**src/rtl/fwd_hazard_unit_pkg.sv**
```systemverilog
// Shared pipeline definitions: forward-select encodings and the in-flight producer tag entry.
package fwd_hazard_unit_pkg;

  localparam int RA_W_MAX = 8;
  localparam int SEL_W    = 3;

  localparam logic [SEL_W-1:0] FWD_RF = 3'd0;
  localparam logic [SEL_W-1:0] FWD_E0 = 3'd1;
  localparam logic [SEL_W-1:0] FWD_E1 = 3'd2;
  localparam logic [SEL_W-1:0] FWD_E2 = 3'd3;
  localparam logic [SEL_W-1:0] FWD_E3 = 3'd4;
  localparam logic [SEL_W-1:0] FWD_E4 = 3'd5;
  localparam logic [SEL_W-1:0] FWD_E5 = 3'd6;
  localparam logic [SEL_W-1:0] FWD_E6 = 3'd7;

  // rd is stored zero-extended so one struct serves every register-address width up to RA_W_MAX
  typedef struct packed {
    logic                v;
    logic                we;
    logic [RA_W_MAX-1:0] rd;
    logic                ld;
  } tagEntry_t;

  localparam tagEntry_t BUBBLE = '0;

  function automatic tagEntry_t makeTag(input logic v, input logic we,
                                        input logic [RA_W_MAX-1:0] rd, input logic ld);
    tagEntry_t t;
    t.v  = v;
    t.we = we;
    t.rd = rd;
    t.ld = ld;
    return t;
  endfunction

endpackage

```
**src/rtl/fwd_hazard_unit_match.sv**
```systemverilog
// Per-source operand matcher: finds the youngest in-flight producer of one source register
// and flags a load result that cannot be forwarded yet.
module fwd_match
  import fwd_hazard_unit_pkg::*;
#(
  parameter int RA_W   = 3,
  parameter int DEPTH  = 3,
  parameter int LD_LAT = 1
) (
  input  logic                   idValid,
  input  logic                   srcUsed,
  input  logic [RA_W-1:0]        srcAddr,
  input  tagEntry_t [DEPTH-1:0]  tags,
  output logic [SEL_W-1:0]       sel,
  output logic                   loadHit
);

  logic [RA_W_MAX-1:0] srcExt;

  assign srcExt = RA_W_MAX'(srcAddr);

  // Scan oldest to youngest so the youngest match is the last one written
  always_comb begin
    sel     = FWD_RF;
    loadHit = 1'b0;
    for (int k = DEPTH - 1; k >= 0; k--) begin
      if (idValid && srcUsed && tags[k].v && tags[k].we && (tags[k].rd == srcExt)) begin
        sel     = SEL_W'(k + 1);
        loadHit = tags[k].ld && (k < LD_LAT);
      end
    end
  end

endmodule

```
**src/rtl/fwd_hazard_unit.sv**
```systemverilog
// Forwarding and load-use hazard unit: tracks in-flight producers, selects forward paths
// for the instruction entering EX and requests a stall on an unresolved load-use dependency.
module fwd_hazard_unit
  import fwd_hazard_unit_pkg::*;
#(
  parameter int RA_W   = 3,
  parameter int NSRC   = 2,
  parameter int DEPTH  = 3,
  parameter int LD_LAT = 1,
  parameter int CNT_W  = 16
) (
  input  logic                   clk,
  input  logic                   rst_n,
  input  logic                   id_valid,
  input  logic                   id_we,
  input  logic [RA_W-1:0]        id_rd,
  input  logic                   id_is_load,
  input  logic [NSRC*RA_W-1:0]   id_src,
  input  logic [NSRC-1:0]        id_src_used,
  input  logic                   flush,
  input  logic                   freeze,
  output logic                   stall,
  output logic [NSRC*SEL_W-1:0]  fwd_sel,
  output logic [CNT_W-1:0]       hazard_cnt
);

  tagEntry_t [DEPTH-1:0]  tags;
  logic [NSRC*SEL_W-1:0]  matchSel;
  logic [NSRC-1:0]        loadHit;

  for (genvar i = 0; i < NSRC; i++) begin : gSrc
    fwd_match #(
      .RA_W   (RA_W),
      .DEPTH  (DEPTH),
      .LD_LAT (LD_LAT)
    ) uMatch (
      .idValid (id_valid),
      .srcUsed (id_src_used[i]),
      .srcAddr (id_src[i*RA_W +: RA_W]),
      .tags    (tags),
      .sel     (matchSel[i*SEL_W +: SEL_W]),
      .loadHit (loadHit[i])
    );
  end

  assign stall = rst_n && !freeze && !flush && (|loadHit);

  // Freeze holds everything; stall and flush both push a bubble instead of the ID instruction
  always_ff @(posedge clk or negedge rst_n) begin
    if (!rst_n) begin
      tags       <= '0;
      fwd_sel    <= '0;
      hazard_cnt <= '0;
    end else if (!freeze) begin
      for (int k = DEPTH - 1; k > 0; k--) begin
        tags[k] <= tags[k-1];
      end
      if (flush || stall) begin
        tags[0] <= BUBBLE;
        fwd_sel <= '0;
      end else begin
        tags[0] <= makeTag(id_valid, id_we, RA_W_MAX'(id_rd), id_is_load);
        fwd_sel <= matchSel;
      end
      if (stall && (hazard_cnt != {CNT_W{1'b1}})) begin
        hazard_cnt <= hazard_cnt + 1'b1;
      end
    end
  end

endmodule

```
**config.mk**
```make
export PLATFORM = sky130hd
export DESIGN_NAME = fwd_hazard_unit
export DESIGN_NICKNAME = d
export VERILOG_FILES = /design/src/rtl/fwd_hazard_unit_pkg.sv /design/src/rtl/fwd_hazard_unit_match.sv /design/src/rtl/fwd_hazard_unit.sv
export SDC_FILE = /design/constraint.sdc
export NUM_CORES = 1
export LEC_CHECK = 0
export ABC_AREA = 0
export ABC_CLOCK_PERIOD_IN_PS = 4100
export BUFFER_PORTS_ARGS = -buffer_cell sky130_fd_sc_hd__clkbuf_2
export CAP_MARGIN = 20
export CORE_MARGIN = 1.5
export CORE_UTILIZATION = 35
export CTS_CLUSTER_DIAMETER = 150
export CTS_CLUSTER_SIZE = 8
export DETAILED_ROUTE_END_ITERATION = 16
export PLACE_DENSITY = 0.65
export SKIP_LAST_GASP = 1
export SLEW_MARGIN = 10
export SYNTH_ARGS = -nofsm -noshare
export SYNTH_HDL_FRONTEND = slang
export SYNTH_SLANG_ARGS = --single-unit
```
**constraint.sdc**
```tcl
create_clock -name clk -period 4.1 [get_ports clk]
set_clock_uncertainty 0.15 [all_clocks]
set_input_delay 0.82 -clock clk [delete_from_list [all_inputs] [get_ports clk]]
set_output_delay 0.82 -clock clk [all_outputs]
set_load 0.1 [all_outputs]
```
; ---- Word-level counts from Yosys, hierarchy flattened
; Index checks and enable logic that the tools add are counted.
[word_totals]
ff_bits = 53
wordCells = 60
output_inout_bits = 23
[classes]
reduce_logical = 29
eq_ne = 7
n_mux = 10
add_sub_neg = 1
bitwise = 1
[ops]
columns = cell, n
row1 = $eq A8 B3 Y1, 6
row2 = $logic_and A1 B1 Y1, 24
row3 = $add A16 B1 Y16 const B, 1
row4 = $ne A16 B16 Y1 const B, 1
row5 = $mux W3, 4
row6 = $mux W11, 1
row7 = $mux W6, 1
row8 = $mux W2, 2
row9 = $logic_not A1 Y1, 2
row10 = $mux W1, 2
row11 = $reduce_and A2 Y1, 1
row12 = $reduce_or A2 Y1, 1
row13 = $logic_or A1 B1 Y1, 1
row14 = $not A1 Y1, 1

; ---- Logic depth before layout (Yosys ltp)
[logic_depth]
word_depth = 9
mapped_depth = 6
ltp_nobuf = 6

; ---- By module
; Synthesis repeated with hierarchy kept, for this count alone.
[unflattened]
cells_unflattened = 189
hier_area_um2 = 2132.0
[modules_own_cells]
columns = module, seq_area_each_um2, instances, cells_per_inst, area_each_um2
row1 = fwd_hazard_unit, 1001.0, 1, 127, 1671.6
row2 = fwd_match, 0.0, 2, 31, 230.2

; ---- Worst setup path after synthesis
; No wires, ideal clock.
[synth_timing]
path_type = input to output
from = input port id_src[3]
to = output port stall
cell_stages = 3
path_buffers = 0
slack_ps = 766
required_ps = 3130
arrival_time_ps = 2364
path_cell_list = xor2_1 > nor4_2 > o21a_1
[synth_between]
elab_chain_len = 5
[synth_rtl]
columns = item, line
row1 = "start, declared", fwd_hazard_unit.sv:18  ; input logic [NSRC*RA_W-1:0] id_src,
row2 = $eq A8 B3 Y1, fwd_hazard_unit_match.sv:27  ; if (idValid && srcUsed && tags[k].v && tags[k].we && (tags[k].rd == srcExt)) begin
row3 = $logic_and A1 B1 Y1, fwd_hazard_unit_match.sv:27
row4 = $mux W1, fwd_hazard_unit_match.sv:27
row5 = $reduce_or A2 Y1, fwd_hazard_unit.sv:46  ; assign stall = rst_n && !freeze && !flush && (|loadHit);
row6 = $logic_and A1 B1 Y1, fwd_hazard_unit.sv:46
row7 = "end, declared", fwd_hazard_unit.sv:22  ; output logic stall,
; No other way between the ends.

; ---- Final worst setup path
[layout_timing]
from = input port id_src[0]
to = output port stall
; The elaborated chain is that of the path after synthesis.

==> qor.txt <==
Max-slew headroom: 52.05%
Yosys warning total: 0
GRT overflow: 0
Fin crit share: 81.94%
Fmax: 0.2977 GHz
Clock Latency Late Sink: 0.28 ns
Worst hold path depth: 2
FF-to-FF path depth: 5
Internal cell power: 0.5462 mW
Required time of the critical path: 3.13 ns
CTS H-tree depth: 2
Avg Synthesized Cell Area: 11.16 um^2
Die Y: 75.76 um
Cells after Synth: 166
Initial Utilization: 36.28%
I/O Buffers: 38
Worst EP arrival: 2.39 ns
Area grow syn2layout: 19.99%
Initial drt markers: 89
Distinct cells, synth: 35
Clock power frac: 35.1%
Die Area: 5740 um^2
Cell area after layout: 2223 um^2
Root buffer cell: clkbuf_8
Leakage power: 1.102 nW
Hold_sp: fwd_sel[0]$_DFFE_PN0N_
Slack of the worst reg-to-reg path: 1.80 ns
# diodes: 0
Cts hold-fix bufs: 0
Top Ports: 41
Fill cell count: 511
Via count: 1385
Gr usage total: 15.71%
Setup crit start kind: input port
Post-synthesis cell area: 1853 um^2
Hold crit path type: reg2reg
Post-CTS Setup Bufs: 0
Commonest non-fill, non-tap cells in the layout: 37 x clkbuf_2, 36 x dfrtp_1, 26 x xor2_1
Share of the synthesized area in the top cell type: 48.62%
Post-route ant nets: 0
CTS tree: done
Initial antenna violation count: 0
Minimum clock period: 3.360 ns
Drt pass-1 iters: 4
Sw frac: 25.47%
Status: complete, no violations
Most common cell after layout, fill and taps aside: clkbuf_2
DRC violations left: 0
Hold Path Sink: fwd_sel[0]$_DFFE_PN0N_
Logic pwr share: 11.4%
Gpl congestion: 0.8515
Final Max Tran Viols: 0
Chip width: 75.76 um
Largest area contributor in the netlist: dfrtp_1
Fin nets: 229
Sw power: 0.1867 mW
Total of max-cap violations: 0
RSZ-0062 raised after global routing: false
Per-cell routed wire length: 14.16 um
TritonCTS Buffers: 5
Final setup fails: 0
Detailed Route WL: 3.979 mm
Register bit total from synthesis: 36
Vias in the first global route: 1332
Setup TNS: 0 ns
Dpl hpwl: 2.964 mm
Reg clk slew, reported paths: 0.07 ns
Crit-path max FO: 6
Seq/Total Area, Yosys: 48.62%
Placed cell area: 2133 um^2
Num rows: 26
Post_cts resized: 0
Seq pwr share: 53.5%
Share of cells above drive strength 1: 30.81%
Final Hold Viols: 0
Largest net degree at the start of global routing: 37
Total Power: 0.7329 mW
Vias per inst: 4.929
Worst Tran Pin Value: 0.7133 ns
Largest cells by area after synthesis: dfrtp_1 49%, xor2_1 12%, mux2_2 6.7%
Max clock buf depth: 2
Core area: 5107 um^2
Critical Path End Type: primary output
Reg2Reg Capture Point: fwd_sel[1]$_DFFE_PN0N_
Pwr per Cell Area: 329.6 nW/um^2
# clock sinks: 36
VDD IR-drop max: 0.0001697 V
RR Startpoint: tags[1]$_DFFE_PN0N_
First-pass GRT wire length: 6.541 mm
CP Class: in2out
[Yosys cell counts]
cell type and instances:
a21oi_1 3, o21a_1 1, nor2_1 12, nand4b_1 1, o41ai_1 2, nor4_2 3
nand4_1 8, buf_4 2, nand2b_1 1, a32o_1 2, nor4_1 1, o2111ai_1 1
mux2_2 11, nand3b_1 1, and4_1 1, nand3_1 4, xor2_1 26, o31ai_1 1
nor3_1 7, o221ai_2 1, or4_1 2, o2111ai_2 1, conb_1 1, and3_1 2
a22o_1 5, buf_1 1, inv_1 4, a22o_2 1, nor2b_1 6, ha_1 1
dfrtp_1 36, xnor2_1 6, nand2_1 8, nor3_2 1, clkbuf_1 2
[per-stage QoR]
stage / hold WS, ns / utilization, % / worst slack [ns] / cells
floorplan: 0.3294 / - / 0.7661 / 167
detailed placement: 0.3212 / 41.77 / 0.7436 / 273
global placement: 0.3261 / 41.77 / 0.7861 / 273
CTS: 0.3367 / 43.53 / 0.7364 / 281
finish: 0.3290 / 43.53 / 0.7405 / 281
global route: 0.3599 / 43.53 / 0.6113 / 281
[state kept, by name, indices dropped and copies added (netlist names)]
signal and cells:
hazard_cnt 16, tags 16, fwd_sel 4
[critical path: stages]
cell      delay, ns
clkbuf_2       0.11
xor2_1         0.16
nor4_2         0.67
o21a_1         0.30
buf_4          0.33
[cell type report]
type | instances | area [um^2] | area share, %
clock buffers | 8 | 90.09 | 4.052
inverters | 4 | 15.01 | 0.6753
multi-input cells | 122 | 914.6 | 41.14
flip-flops and latches | 36 | 900.9 | 40.52
well taps | 70 | 87.58 | 3.939
repair buffers | 41 | 215.2 | 9.679
[power groups by stage]
stage          Combinational, mW  Sequential [mW]  Clock [mW]
2_1_floorplan             0.0554            0.395           0
3_3_place_gp              0.0827            0.398           0
5_1_grt                   0.0931            0.395       0.286
4_1_cts                   0.0849            0.392       0.269
6_report                  0.0836            0.392       0.257
3_5_place_dp              0.0845            0.399           0
[worst max-delay path by stage]
stage,to,start,depth (start not counted)
global placement,stall,id_src[0],5
finish,stall,id_src[0],5
CTS,stall,id_src[0],5
detailed placement,stall,id_src[0],5
global route,stall,id_src[0],5
floorplan,stall,id_src[3],3
[kinds of logic after synthesis]
family                   count (synthesis)  synth area share [%]
multiplexers                            11                 6.685
adder cells (fa/ha/maj)                  1                0.6751
flip-flops                              36                 48.62
buffers and inverters                    9                 2.228
XOR/XNOR                                32                 15.12
AND/OR/NAND/NOR                         58                 17.83
other                                    1                0.2024
AO/OA/AOI/OAI                           18                 8.643
[metal layers]
metal,global-route usage (%),part of all wire (%),vias to the layer above
met4,4.762,0.58,0
met3,5.026,6.3,2
met2,24.06,46,50
met5,0,0,-
met1,21.27,47,657
li1,-,-,676
No activity file was read; power rests on OpenSTA's default activity.
